### config.mk
export PLATFORM = sky130hd
export DESIGN_NAME = rst_seq_gen_flat
export DESIGN_NICKNAME = d
export VERILOG_FILES = /design/src/rtl/rst_seq_gen_if.sv /design/src/rtl/rst_seq_gen.sv /design/src/flat_wrapper.sv
export SDC_FILE = /design/constraint.sdc
export NUM_CORES = 1
export LEC_CHECK = 0
export CORE_ASPECT_RATIO = 0.6
export CORE_UTILIZATION = 50
export DETAILED_ROUTE_END_ITERATION = 12
export GPL_TIMING_DRIVEN = 0
export PLACE_DENSITY = 0.76
export REMOVE_ABC_BUFFERS = 1
export SLEW_MARGIN = 10
export SYNTH_ARGS = -nofsm -noshare
export SYNTH_HDL_FRONTEND = slang
export SYNTH_SLANG_ARGS = --single-unit
### constraint.sdc
create_clock -name sys_clk -period 2.8 [get_ports sys_clk]
set_input_delay 0.56 -clock sys_clk [delete_from_list [all_inputs] [get_ports sys_clk]]
set_output_delay 0.56 -clock sys_clk [all_outputs]
set_load 0.005 [all_outputs]
### src/rtl/rst_seq_gen_if.sv
// Signal bundle between the reset sequencer and its environment.
// The sequencer side uses the master modport; pll/software/watchdog stimulus comes from the slave side.
interface rst_seq_gen_if #(
    parameter int N_CH  = 4,
    parameter int CNT_W = 8
);
    logic             pll_locked;
    logic             soft_rst_req;
    logic             wdog_kick;
    logic [N_CH-1:0]  rst_n;
    logic             seq_done;
    logic [1:0]       last_cause;
    logic             wdog_expired;
    logic [CNT_W-1:0] lock_loss_cnt;
    logic [1:0]       dbg_state;

    modport master (
        input  pll_locked, soft_rst_req, wdog_kick,
        output rst_n, seq_done, last_cause, wdog_expired, lock_loss_cnt, dbg_state
    );

    modport slave (
        output pll_locked, soft_rst_req, wdog_kick,
        input  rst_n, seq_done, last_cause, wdog_expired, lock_loss_cnt, dbg_state
    );
endinterface

### src/rtl/rst_seq_gen.sv
// Multi-channel reset sequencer: hold, lock filter, staged per-channel release, and
// re-sequencing on lock loss, software request or watchdog expiry. All outputs registered.
module rst_seq_gen #(
    parameter int N_CH       = 4,
    parameter int MIN_ASSERT = 32,
    parameter int LOCK_FILT  = 8,
    parameter int STAGE_DLY  = 16,
    parameter int WDOG_WIDTH = 26,
    parameter bit WDOG_EN    = 1'b1,
    parameter int CNT_W      = 8
) (
    input  logic          sys_clk,
    input  logic          sys_rst,
    rst_seq_gen_if.master bus
);
    localparam int HOLD_W = $clog2(MIN_ASSERT + 1);
    localparam int LOCK_W = $clog2(LOCK_FILT + 1);
    localparam int DLY_W  = $clog2(STAGE_DLY + 1);
    localparam int CH_W   = (N_CH > 1) ? $clog2(N_CH) : 1;

    typedef enum logic [1:0] {
        HOLD      = 2'd0,
        WAIT_LOCK = 2'd1,
        RELEASE   = 2'd2,
        RUN       = 2'd3
    } state_t;

    state_t                state_q, state_d;
    logic [HOLD_W-1:0]     hold_cnt_q, hold_cnt_d;
    logic [LOCK_W-1:0]     lock_cnt_q, lock_cnt_d;
    logic [DLY_W-1:0]      dly_cnt_q, dly_cnt_d;
    logic [CH_W-1:0]       ch_idx_q, ch_idx_d;
    logic [WDOG_WIDTH-1:0] wdog_cnt_q, wdog_cnt_d;
    logic [N_CH-1:0]       rst_n_q, rst_n_d;
    logic                  seq_done_q, seq_done_d;
    logic [1:0]            cause_q, cause_d;
    logic                  wdx_q, wdx_d;
    logic [CNT_W-1:0]      llc_q, llc_d;

    logic ev_lock, ev_soft, ev_wdog, ev_active;

    always_comb begin
        ev_lock   = !bus.pll_locked;
        ev_soft   = bus.soft_rst_req;
        ev_wdog   = WDOG_EN && (wdog_cnt_q == '1) && !bus.wdog_kick;
        ev_active = (state_q == RELEASE) || (state_q == RUN);
    end

    always_comb begin
        state_d    = state_q;
        hold_cnt_d = hold_cnt_q;
        lock_cnt_d = lock_cnt_q;
        dly_cnt_d  = dly_cnt_q;
        ch_idx_d   = ch_idx_q;
        wdog_cnt_d = wdog_cnt_q;
        rst_n_d    = rst_n_q;
        cause_d    = cause_q;
        wdx_d      = wdx_q;
        llc_d      = llc_q;

        case (state_q)
            HOLD: begin
                rst_n_d = '0;
                if (hold_cnt_q == HOLD_W'(MIN_ASSERT - 1)) begin
                    state_d    = WAIT_LOCK;
                    hold_cnt_d = '0;
                    lock_cnt_d = '0;
                end else begin
                    hold_cnt_d = hold_cnt_q + HOLD_W'(1);
                end
            end
            WAIT_LOCK: begin
                if (!bus.pll_locked) begin
                    lock_cnt_d = '0;
                end else if (lock_cnt_q == LOCK_W'(LOCK_FILT - 1)) begin
                    state_d    = RELEASE;
                    lock_cnt_d = '0;
                    ch_idx_d   = '0;
                    dly_cnt_d  = '0;
                end else begin
                    lock_cnt_d = lock_cnt_q + LOCK_W'(1);
                end
            end
            RELEASE: begin
                if (dly_cnt_q == DLY_W'(STAGE_DLY - 1)) begin
                    dly_cnt_d = '0;
                    for (int k = 0; k < N_CH; k++) begin
                        if (CH_W'(k) == ch_idx_q) rst_n_d[k] = 1'b1;
                    end
                    if (ch_idx_q == CH_W'(N_CH - 1)) begin
                        state_d  = RUN;
                        ch_idx_d = '0;
                    end else begin
                        ch_idx_d = ch_idx_q + CH_W'(1);
                    end
                end else begin
                    dly_cnt_d = dly_cnt_q + DLY_W'(1);
                end
            end
            RUN: begin
                // Kick wins over expiry; an expiring count is overridden by the re-sequence below.
                if (WDOG_EN) begin
                    if (bus.wdog_kick) wdog_cnt_d = '0;
                    else               wdog_cnt_d = wdog_cnt_q + WDOG_WIDTH'(1);
                end
            end
            default: state_d = HOLD;
        endcase

        if (ev_active && (ev_lock || ev_soft || ev_wdog)) begin
            state_d    = HOLD;
            hold_cnt_d = '0;
            lock_cnt_d = '0;
            dly_cnt_d  = '0;
            ch_idx_d   = '0;
            wdog_cnt_d = '0;
            rst_n_d    = '0;
            if (ev_lock) begin
                cause_d = 2'd1;
                if (llc_q != '1) llc_d = llc_q + CNT_W'(1);
            end else if (ev_soft) begin
                cause_d = 2'd2;
            end else begin
                cause_d = 2'd3;
                wdx_d   = 1'b1;
            end
        end

        seq_done_d = (state_d == RUN);
    end

    always_ff @(posedge sys_clk) begin
        if (sys_rst) begin
            state_q    <= HOLD;
            hold_cnt_q <= '0;
            lock_cnt_q <= '0;
            dly_cnt_q  <= '0;
            ch_idx_q   <= '0;
            wdog_cnt_q <= '0;
            rst_n_q    <= '0;
            seq_done_q <= 1'b0;
            cause_q    <= 2'd0;
            wdx_q      <= 1'b0;
            llc_q      <= '0;
        end else begin
            state_q    <= state_d;
            hold_cnt_q <= hold_cnt_d;
            lock_cnt_q <= lock_cnt_d;
            dly_cnt_q  <= dly_cnt_d;
            ch_idx_q   <= ch_idx_d;
            wdog_cnt_q <= wdog_cnt_d;
            rst_n_q    <= rst_n_d;
            seq_done_q <= seq_done_d;
            cause_q    <= cause_d;
            wdx_q      <= wdx_d;
            llc_q      <= llc_d;
        end
    end

    assign bus.rst_n         = rst_n_q;
    assign bus.seq_done      = seq_done_q;
    assign bus.last_cause    = cause_q;
    assign bus.wdog_expired  = wdx_q;
    assign bus.lock_loss_cnt = llc_q;
    assign bus.dbg_state     = state_q;
endmodule

### src/flat_wrapper.sv
// flat-port wrapper written by rule: the top's interface ports become plain ports
module rst_seq_gen_flat 
#(
    parameter int N_CH       = 4,
    parameter int MIN_ASSERT = 32,
    parameter int LOCK_FILT  = 8,
    parameter int STAGE_DLY  = 16,
    parameter int WDOG_WIDTH = 26,
    parameter bit WDOG_EN    = 1'b1,
    parameter int CNT_W      = 8
)
  (sys_clk, sys_rst, bus_pll_locked, bus_soft_rst_req, bus_wdog_kick, bus_rst_n, bus_seq_done, bus_last_cause, bus_wdog_expired, bus_lock_loss_cnt, bus_dbg_state);
  rst_seq_gen_if #(.N_CH(N_CH), .CNT_W(CNT_W)) bus_i ();
  input  logic sys_clk;
  input  logic sys_rst;
  input wire logic [$bits(bus_i.pll_locked)-1:0] bus_pll_locked;
  input wire logic [$bits(bus_i.soft_rst_req)-1:0] bus_soft_rst_req;
  input wire logic [$bits(bus_i.wdog_kick)-1:0] bus_wdog_kick;
  output wire logic [$bits(bus_i.rst_n)-1:0] bus_rst_n;
  output wire logic [$bits(bus_i.seq_done)-1:0] bus_seq_done;
  output wire logic [$bits(bus_i.last_cause)-1:0] bus_last_cause;
  output wire logic [$bits(bus_i.wdog_expired)-1:0] bus_wdog_expired;
  output wire logic [$bits(bus_i.lock_loss_cnt)-1:0] bus_lock_loss_cnt;
  output wire logic [$bits(bus_i.dbg_state)-1:0] bus_dbg_state;
  assign bus_i.pll_locked = bus_pll_locked;
  assign bus_i.soft_rst_req = bus_soft_rst_req;
  assign bus_i.wdog_kick = bus_wdog_kick;
  assign bus_rst_n = bus_i.rst_n;
  assign bus_seq_done = bus_i.seq_done;
  assign bus_last_cause = bus_i.last_cause;
  assign bus_wdog_expired = bus_i.wdog_expired;
  assign bus_lock_loss_cnt = bus_i.lock_loss_cnt;
  assign bus_dbg_state = bus_i.dbg_state;
  rst_seq_gen #(.N_CH(N_CH), .MIN_ASSERT(MIN_ASSERT), .LOCK_FILT(LOCK_FILT), .STAGE_DLY(STAGE_DLY), .WDOG_WIDTH(WDOG_WIDTH), .WDOG_EN(WDOG_EN), .CNT_W(CNT_W)) u_core (.sys_clk(sys_clk), .sys_rst(sys_rst), .bus(bus_i));
endmodule
# Word-level counts from Yosys, hierarchy flattened
# Cells that the tools add are included.
[totals] ff_bits=61 latchBits=0 mem_bits_rw=0 mem_bits_ro=0 memories=0
[op_classes] add_sub_neg=6 n_mul=0 div=0 magnitude_cmp=0 eq_ne=21 shift=0 muxes=30 n_bitwise=2 n_reduce_logical=22
[ops] operator="adder 26 x 1 -> 26 bit (second input constant)" count=1
[ops] operator="equality test 26 bit (second input constant)" count=1
[ops] operator="two-way mux 26 bit" count=1
[ops] operator="two-way mux 2 bit" count=11
[ops] operator="AND reduction 3 bit" count=7
[ops] operator="two-way mux 4 bit" count=4
[ops] operator="one-hot mux 4 bit (2 select lines)" count=2
[ops] operator="two-way mux 5 bit" count=3
[ops] operator="inequality test 2 bit (second input constant)" count=6
[ops] operator="one-hot mux 5 bit (2 select lines)" count=1
[ops] operator="adder 8 x 1 -> 8 bit (second input constant)" count=1
[ops] operator="equality test 2 bit (second input constant)" count=4
[ops] operator="inequality test 8 bit (second input constant)" count=1
[ops] operator="adder 6 x 1 -> 6 bit (second input constant)" count=1
[ops] operator="equality test 6 x 5 -> 1 bit (second input constant)" count=1
[ops] operator="two-way mux 6 bit" count=1
[ops] operator="one-hot mux 2 bit (3 select lines)" count=1
[ops] operator="nonzero test 2 bit" count=3
[ops] operator="adder 5 x 1 -> 5 bit (second input constant)" count=1
[ops] operator="equality test 5 x 4 -> 1 bit (second input constant)" count=1
[ops] operator="two-way mux 1 bit" count=5
[ops] operator="adder 4 x 1 -> 4 bit (second input constant)" count=1
[ops] operator="equality test 2 bit (first input constant)" count=2
[ops] operator="equality test 4 x 3 -> 1 bit (second input constant)" count=1
[ops] operator="13 further kinds" count=20

# Depth between registers and ports, before layout
# Gate-level depths: netlist of the first run.
[logic_depth] ltp_word=6 ltp_mapped=6 ltp_nobuf=5

# Worst setup path after synthesis of the first run
# OpenSTA, ideal clock, no wires.
[synth_timing] path_type="reg2reg" start="register u_core.wdog_cnt_q[0]" end="register u_core.wdog_cnt_q[22]" t_arrival_ns=1.860 required_time_ns=2.720 setup_slack_ns=0.860 stages_incl_launch_ff=7 n_path_buf=1 period_less_slack_ns=1.940 cell_sequence="dfxtp_1 ha_1 nand3_1 or4_1 buf_2 or4_1 a211oi_2"
[synth_between] elab_chain_len=5
[synth_lines] item="start: declaration" line="rst_seq_gen.sv:33" source="logic [WDOG_WIDTH-1:0] wdog_cnt_q, wdog_cnt_d;"
[synth_lines] item="start signal: assignment" line="rst_seq_gen.sv:151" source="wdog_cnt_q <= wdog_cnt_d;"
[synth_lines] item="parallel branches: the longest is 5 deep, another holds adder 26 x 1 -> 26 bit"
# Several ways; the timed one is not identified.
# A chain may end at the register's enable or synchronous reset.

# Worst setup path after layout of the first run
[layout_timing] start="register u_core.wdog_cnt_q[4]" end="register u_core.wdog_cnt_q[6]"
# The elaborated chain is that of the path after synthesis.

==> impl_metrics.py, run 1 <==
metrics = {
    "outcome": {
        "outcome": "finished clean",
    },
    "sta": {
        "post-route-min-period_ns": 2.59,
        "maxSlewViolCount": 0,
        "rsz0062_at_grt": "no",
        "maxSlewHeadroom": 0.328,
        "fin_skew_ns": 0.00872,
        "worst_slack_ns": 0.213,
        "fmax_mhz": 387,
        "whs_ns": 0.444,
        "setup_viol": 0,
        "hold_viol": 0,
        "worstMarginPinSlew_ns": 1.01,
        "finalCritPeriodShare": 0.924,
    },
    "floorplan": {
        "coreArea_um2": 5650,
        "fp.dieH_um": 61.7,
        "initial_core_util": 0.526,
        "ios": 23,
        "dieArea_um2": 6260,
        "std_cell_rows": 21,
        "die_x_um": 101,
    },
    "setup_path": {
        "r2r_setup_slack_ns": 0.21,
        "start_kind": "flip-flop",
        "max_stage_delay_ns": 0.72,
        "r2r-start": "u_core.wdog_cnt_q[4]$_SDFFE_PP0P_",
        "critPathMaxFanout": 22,
        "reg2reg_depth": 6,
        "crit-reg2reg-capture": "u_core.wdog_cnt_q[6]$_SDFFE_PP0P_",
        "crit_path_end_kind": "flip-flop",
        "worstSetupPathType": "flip-flop to flip-flop",
        "worstPathRequired_ns": 2.98,
        "crit_path_top_delay_cell": "or4_1",
        "crit_arrival_ns": 2.77,
        "crit_top_cell": "buf_8",
        "worstPathCellList": "nand4_4, or4_1, o31ai_4, buf_8, buf_8, nor3_1",
    },
    "cts": {
        "numCtsBuffers": 9,
        "tritoncts": "yes",
        "cts_sinks": 61,
        "post_cts_buffers": 0,
        "clockBufferDepth": 2,
        "insertion_delay_ns": 0.34,
        "hold_buffers": 0,
        "h-tree-depth": 3,
        "clockRootBuffer": "clkbuf_8",
        "clkTransAtPathRegs_ns": 0.07,
    },
    "yosys": {
        "synth_fa_ha_area_frac": 0.0379,
        "synth_compound_area_frac": 0.189,
        "synthXorXnorAreaFrac": 0.0472,
        "synth_common_cells": "dfxtp_1 (61), nor3_1 (24), nand2_1 (22)",
        "ys_seq_area_frac": 0.411,
        "avgSynthCellArea_um2": 8.73,
        "synth_top_family_by_area": "simple AND/OR/NAND/NOR gates",
        "synth_cell_types": 49,
        "synth_top_area_frac": 0.411,
        "async_flop_share": 0,
        "synth_top_flop_cell": "dfxtp_1",
        "synth-seq-cells": 61,
        "yosys.area_share.simple": 0.267,
        "synthMuxAreaShare": 0.00674,
        "ys.warnings.count": 0,
        "synth.most_common_cell": "dfxtp_1",
        "yosysTopAreaCell": "dfxtp_1",
        "synthesis.area_um2": 2970,
        "synthTopCellsByArea": "dfxtp_1 (41%), nor3_1 (4.0%), a211oi_1 (3.8%)",
        "synth_edf_count": 0,
        "netlist_instances": 340,
    },
    "final_layout": {
        "drive_above_1_share": 0.0744,
        "finalNetCount": 372,
        "diodes": 0,
        "area_growth_pct": 17.3,
        "multi_input_area_um2": 1640,
        "nFillCells": 485,
        "seq_area_um2": 1220,
    },
    "min_path": {
        "hold_class": "flip-flop to flip-flop",
        "hold_path_depth": 2,
        "hp-start": "u_core.dly_cnt_q[4]$_SDFFE_PP0P_",
        "holdPathEnd": "u_core.dly_cnt_q[4]$_SDFFE_PP0P_",
    },
    "grt": {
        "grt_start_max_net_pins": 26,
        "grt_overflow": 0,
        "grt_pass1_vias": 2244,
        "grt_pass1_wl_mm": 11.1,
        "grt_usage": 0.233,
        "antenna_found_initial": 0,
    },
    "routing": {
        "drt_first_pass_iters": 4,
        "vias": 2633,
        "drt-initial-drc-count": 172,
        "drc": 0,
        "routed_wirelength_mm": 6.59,
        "avgViaCountPerCell": 5.94,
        "drtAntennaViolNets": 0,
        "wl_per_cell_um": 14.9,
    },
    "job": {
        "drv_cap": 0,
    },
    "power_and_ir_drop": {
        "p_leak_nw": 1.09,
        "vdd_drop_max_v": 0.000265,
        "powerDensity_nw_per_um2": 521,
    },
    "placement": {
        "dpl_worst_slack_ns": 0.178,
        "place_congestion": 0.761,
        "hpwlAfterDp_mm": 4.33,
        "portBuffers": 22,
    },
}
[cells by family after synthesis]
| logic type | after synthesis |
|---|---|
| mux | 2 |
| simple gates | 139 |
| xor+xnor | 16 |
| buf+inv | 30 |
| fa+ha+maj | 9 |
| compound gates | 83 |
| flops | 61 |
[sequential cells by signal (all words and copies together) (netlist names)]
name / flops
u_core.bus.dbg_state: 2
u_core.bus.last_cause: 2
u_core.bus.lock_loss_cnt: 8
u_core.bus.rst_n: 4
u_core.bus.seq_done: 1
u_core.bus.wdog_expired: 1
u_core.ch_idx_q: 2
u_core.dly_cnt_q: 5
u_core.hold_cnt_q: 6
u_core.lock_cnt_q: 4
u_core.wdog_cnt_q: 26
[worst max-delay path, delay by kind of cell (launching register included)]
family | cells | cell delay (ns)
buffers and inverters | 2 | 0.45
flip-flops | 1 | 0.46
AO/OA/AOI/OAI | 1 | 0.53
AND/OR/NAND/NOR | 3 | 0.97
[report_power, final]
group | total [mW] | leakage [nW] | internal [mW] | switching (mW)
Combinational | 0.0391 | 0.479 | 0.0160 | 0.0232
Clock | 0.899 | 0.116 | 0.547 | 0.352
Sequential | 0.875 | 0.492 | 0.871 | 0.00420
[cell type report]
type	instances	area share
multi-input combinational	249	0.470
sequential	61	0.351
timing repair buffer	24	0.0719
clock buffer	12	0.0446
tap	80	0.0287
clock inverter	4	0.0201
inverter	13	0.0140
[worst max path at each step]
stage | startpoint | to | slack, ns | cells past startpoint
2_1_floorplan | u_core.wdog_cnt_q[4]$_SDFFE_PP0P_ | u_core.bus.rst_n[0]$_SDFFE_PP0P_ | -0.51 | 4
3_3_place_gp | u_core.wdog_cnt_q[4]$_SDFFE_PP0P_ | u_core.bus.rst_n[3]$_SDFFE_PP0P_ | -1.64 | 4
3_5_place_dp | u_core.bus.dbg_state[1]$_SDFF_PP0_ | u_core.wdog_cnt_q[18]$_SDFFE_PP0P_ | 0.18 | 4
4_1_cts | u_core.bus.dbg_state[1]$_SDFF_PP0_ | u_core.wdog_cnt_q[22]$_SDFFE_PP0P_ | 0.08 | 4
5_1_grt | u_core.wdog_cnt_q[4]$_SDFFE_PP0P_ | u_core.wdog_cnt_q[10]$_SDFFE_PP0P_ | 0.04 | 6
6_report | u_core.wdog_cnt_q[4]$_SDFFE_PP0P_ | u_core.wdog_cnt_q[6]$_SDFFE_PP0P_ | 0.21 | 6
[metal layers]
metal,track usage,wire length [µm]
met2,0.337,2770
met5,0,0
met1,0.331,3470
met3,0.0817,311
met4,0.0621,42
[layout by cell type, fill, tap and decap left out, types with 2 or more instances in the layout]
master,n
dfxtp_1,60
nand3b_1,3
o31ai_1,8
clkinv_2,2
o21ai_0,15
mux2i_1,2
nand3_1,14
xnor2_1,9
and4b_1,2
a211oi_1,15
ha_1,9
inv_1,13
and3_1,3
a21oi_1,21
a211oi_2,2
a41oi_1,2
o41ai_1,2
nor2_1,19
a31oi_1,7
nand4b_1,3
nor2b_1,2
or4_1,12
nor4_1,3
and3b_1,2
or3_1,6
bufinv_16,2
a311oi_1,2
or2_2,3
nor3_1,24
nand2_1,22
nand4_1,8
nand2b_1,3
clkbuf_8,11
clkdlybuf4s50_1,22
buf_8,2
nor3b_1,2
and4_1,4
xor2_1,7
[per-stage QoR]
| stage | cell area (µm²) | setup TNS [ns] | utilization | instances | power (mW) |
|---|---|---|---|---|---|
| final | 3480 | 0 | 0.616 | 443 | 1.81 |
| after global routing | 3480 | 0 | 0.616 | 443 | 1.87 |
| after CTS | 3480 | 0 | 0.616 | 443 | 1.83 |
| after detailed placement | 3260 | 0 | 0.576 | 427 | 0.934 |
| after global placement | 3220 | -75.01 | 0.569 | 425 | 0.928 |
| after floorplan | 2900 | -21.46 | - | 323 | 0.912 |
[timing repair]
action,in CTS,in global routing
setup endpoints to repair,0,7
endpoints found under the hold margin,0,0
gates resized for setup,0,1
No activity file was read; power rests on OpenSTA's default activity.
==> run 2, diff against run 1 <==
--- a/config.mk
+++ b/config.mk
@@ -5,6 +5,7 @@
 export SDC_FILE = /design/constraint.sdc
 export NUM_CORES = 1
 export LEC_CHECK = 0
+export CAP_MARGIN = 15
 export CORE_ASPECT_RATIO = 0.6
 export CORE_UTILIZATION = 50
 export DETAILED_ROUTE_END_ITERATION = 12
==> constraint.sdc (replaced) <==
create_clock -name sys_clk -period 2.4 [get_ports sys_clk]
set_input_delay 0.48 -clock sys_clk [delete_from_list [all_inputs] [get_ports sys_clk]]
set_output_delay 0.48 -clock sys_clk [all_outputs]
set_load 0.005 [all_outputs]
==> impl_metrics.py, run 2 (same netlist as run 1, synthesis figures left out) <==
metrics = {
    "sta": {
        "finalCritPeriodShare": 0.908,
        "fmax_mhz": 459,
        "worstMarginPinSlew_ns": 1.00,
        "setup_viol": 0,
        "maxSlewHeadroom": 0.333,
        "maxSlewViolCount": 0,
        "hold_viol": 0,
        "whs_ns": 0.445,
        "rsz0062_at_grt": "no",
        "fin_skew_ns": 0.00677,
        "post-route-min-period_ns": 2.18,
    },
    "floorplan": {
        "dieArea_um2": 6260,
        "ios": 23,
        "std_cell_rows": 21,
        "die_x_um": 101,
        "initial_core_util": 0.526,
        "fp.dieH_um": 61.7,
        "coreArea_um2": 5650,
    },
    "routing": {
        "vias": 2637,
        "drt_first_pass_iters": 5,
        "drc": 0,
        "wl_per_cell_um": 14.9,
        "drt-initial-drc-count": 180,
        "routed_wirelength_mm": 6.60,
        "avgViaCountPerCell": 5.94,
        "drtAntennaViolNets": 0,
    },
    "grt": {
        "grt_overflow": 0,
        "grt_usage": 0.233,
        "grt_pass1_wl_mm": 11.1,
        "grt_pass1_vias": 2237,
        "antenna_found_initial": 0,
        "grt_start_max_net_pins": 26,
    },
    "cts": {
        "numCtsBuffers": 9,
        "clockRootBuffer": "clkbuf_8",
        "clockBufferDepth": 2,
        "insertion_delay_ns": 0.34,
        "h-tree-depth": 3,
        "cts_sinks": 61,
        "clkTransAtPathRegs_ns": 0.07,
        "tritoncts": "yes",
    },
    "setup_path": {
        "r2r-start": "u_core.wdog_cnt_q[4]$_SDFFE_PP0P_",
        "start_kind": "flip-flop",
        "crit_path_end_kind": "flip-flop",
        "r2r_setup_slack_ns": 0.22,
        "crit-reg2reg-capture": "u_core.wdog_cnt_q[8]$_SDFFE_PP0P_",
        "crit_path_start": "u_core.wdog_cnt_q[4]$_SDFFE_PP0P_",
        "worstSetupPathType": "flip-flop to flip-flop",
        "setup.worst_path.end": "u_core.wdog_cnt_q[8]$_SDFFE_PP0P_",
        "reg2reg_depth": 6,
        "critPathMaxFanout": 22,
        "crit_arrival_ns": 2.36,
        "worstPathRequired_ns": 2.58,
    },
    "power_and_ir_drop": {
        "powerDensity_nw_per_um2": 605,
        "p_leak_nw": 1.10,
        "vdd_drop_max_v": 0.000303,
        "power_mw": 2.12,
    },
    "final_layout": {
        "finalNetCount": 373,
        "diodes": 0,
        "drive_above_1_share": 0.0852,
        "top_register": "u_core.wdog_cnt_q",
        "utilization": 0.620,
        "final_common_cell": "dfxtp_1",
        "largest_reg_flops": 26,
        "final_cell_mix": "dfxtp_1 (59), nor3_1 (24), nand2_1 (22), clkdlybuf4s50_1 (22), a21oi_1 (21)",
        "area_growth_pct": 17.9,
    },
    "placement": {
        "hpwlAfterDp_mm": 4.33,
        "place_congestion": 0.761,
        "portBuffers": 22,
    },
    "outcome": {
        "outcome": "finished clean",
    },
    "min_path": {
        "hold_class": "flip-flop to flip-flop",
    },
    "job": {
        "drv_cap": 0,
    },
}
==> run 2: worst max-delay path: stages, from the launching register on <==
cell and delay [ns]:
dfxtp_1 0.46, nand4_4 0.19, or4_4 0.64, o31ai_4 0.24, buf_8 0.22, buf_8 0.19
nor3_1 0.08
==> run 2: metal layers <==
layer / part of all wire / global-route usage
met3: 0.063 / 0.0817
met2: 0.43 / 0.339
met5: 0 / 0
met1: 0.50 / 0.332
met4: 0.0032 / 0.0538
==> run 2: worst min path at each step <==
stage	startpoint	end	cells after the start
after global placement	u_core.dly_cnt_q[4]$_SDFFE_PP0P_	u_core.dly_cnt_q[4]$_SDFFE_PP0P_	2
final	u_core.dly_cnt_q[4]$_SDFFE_PP0P_	u_core.dly_cnt_q[4]$_SDFFE_PP0P_	2
after CTS	u_core.dly_cnt_q[4]$_SDFFE_PP0P_	u_core.dly_cnt_q[4]$_SDFFE_PP0P_	2
after detailed placement	u_core.dly_cnt_q[4]$_SDFFE_PP0P_	u_core.dly_cnt_q[4]$_SDFFE_PP0P_	2
after global routing	u_core.dly_cnt_q[4]$_SDFFE_PP0P_	u_core.dly_cnt_q[4]$_SDFFE_PP0P_	2
after floorplan	u_core.dly_cnt_q[4]$_SDFFE_PP0P_	u_core.dly_cnt_q[4]$_SDFFE_PP0P_	2
==> run 2: through the flow <==
stage	std cells	TNS (ns)	setup WS [ns]	cell area [µm²]
after floorplan	323	-41.46	-0.910	2900
after global placement	425	-95.01	-2.04	3220
after detailed placement	427	-4.59	-0.222	3260
after CTS	444	0	0.0168	3490
after global routing	444	0	0.0606	3500
final	444	0	0.221	3500
==> run 2: what timing repair did <==
item / CTS / global route
resized for setup: 2 / 3
endpoints found under the setup margin: 30 / 18
hold buffers: 0 / 0
pin swaps: 1 / 0
setup buffers: 1 / 0
cloned: 0 / 0
==> run 2: area by class of cell <==
class,instances,area [µm²]
well taps,80,100
repair buffers,25,258
clock buffers,12,155
clock inverters,4,70.1
fillers,481,2150
inverters,13,48.8
multi-input cells,249,1640
flip-flops and latches,61,1230
==> run 2: report_power, final <==
part / total, mW / switching [mW] / internal (mW)
logic: 0.0466 / 0.0269 / 0.0196
registers: 1.02 / 0.00508 / 1.02
clock network: 1.05 / 0.411 / 0.639
total: 2.12 / 0.443 / 1.67
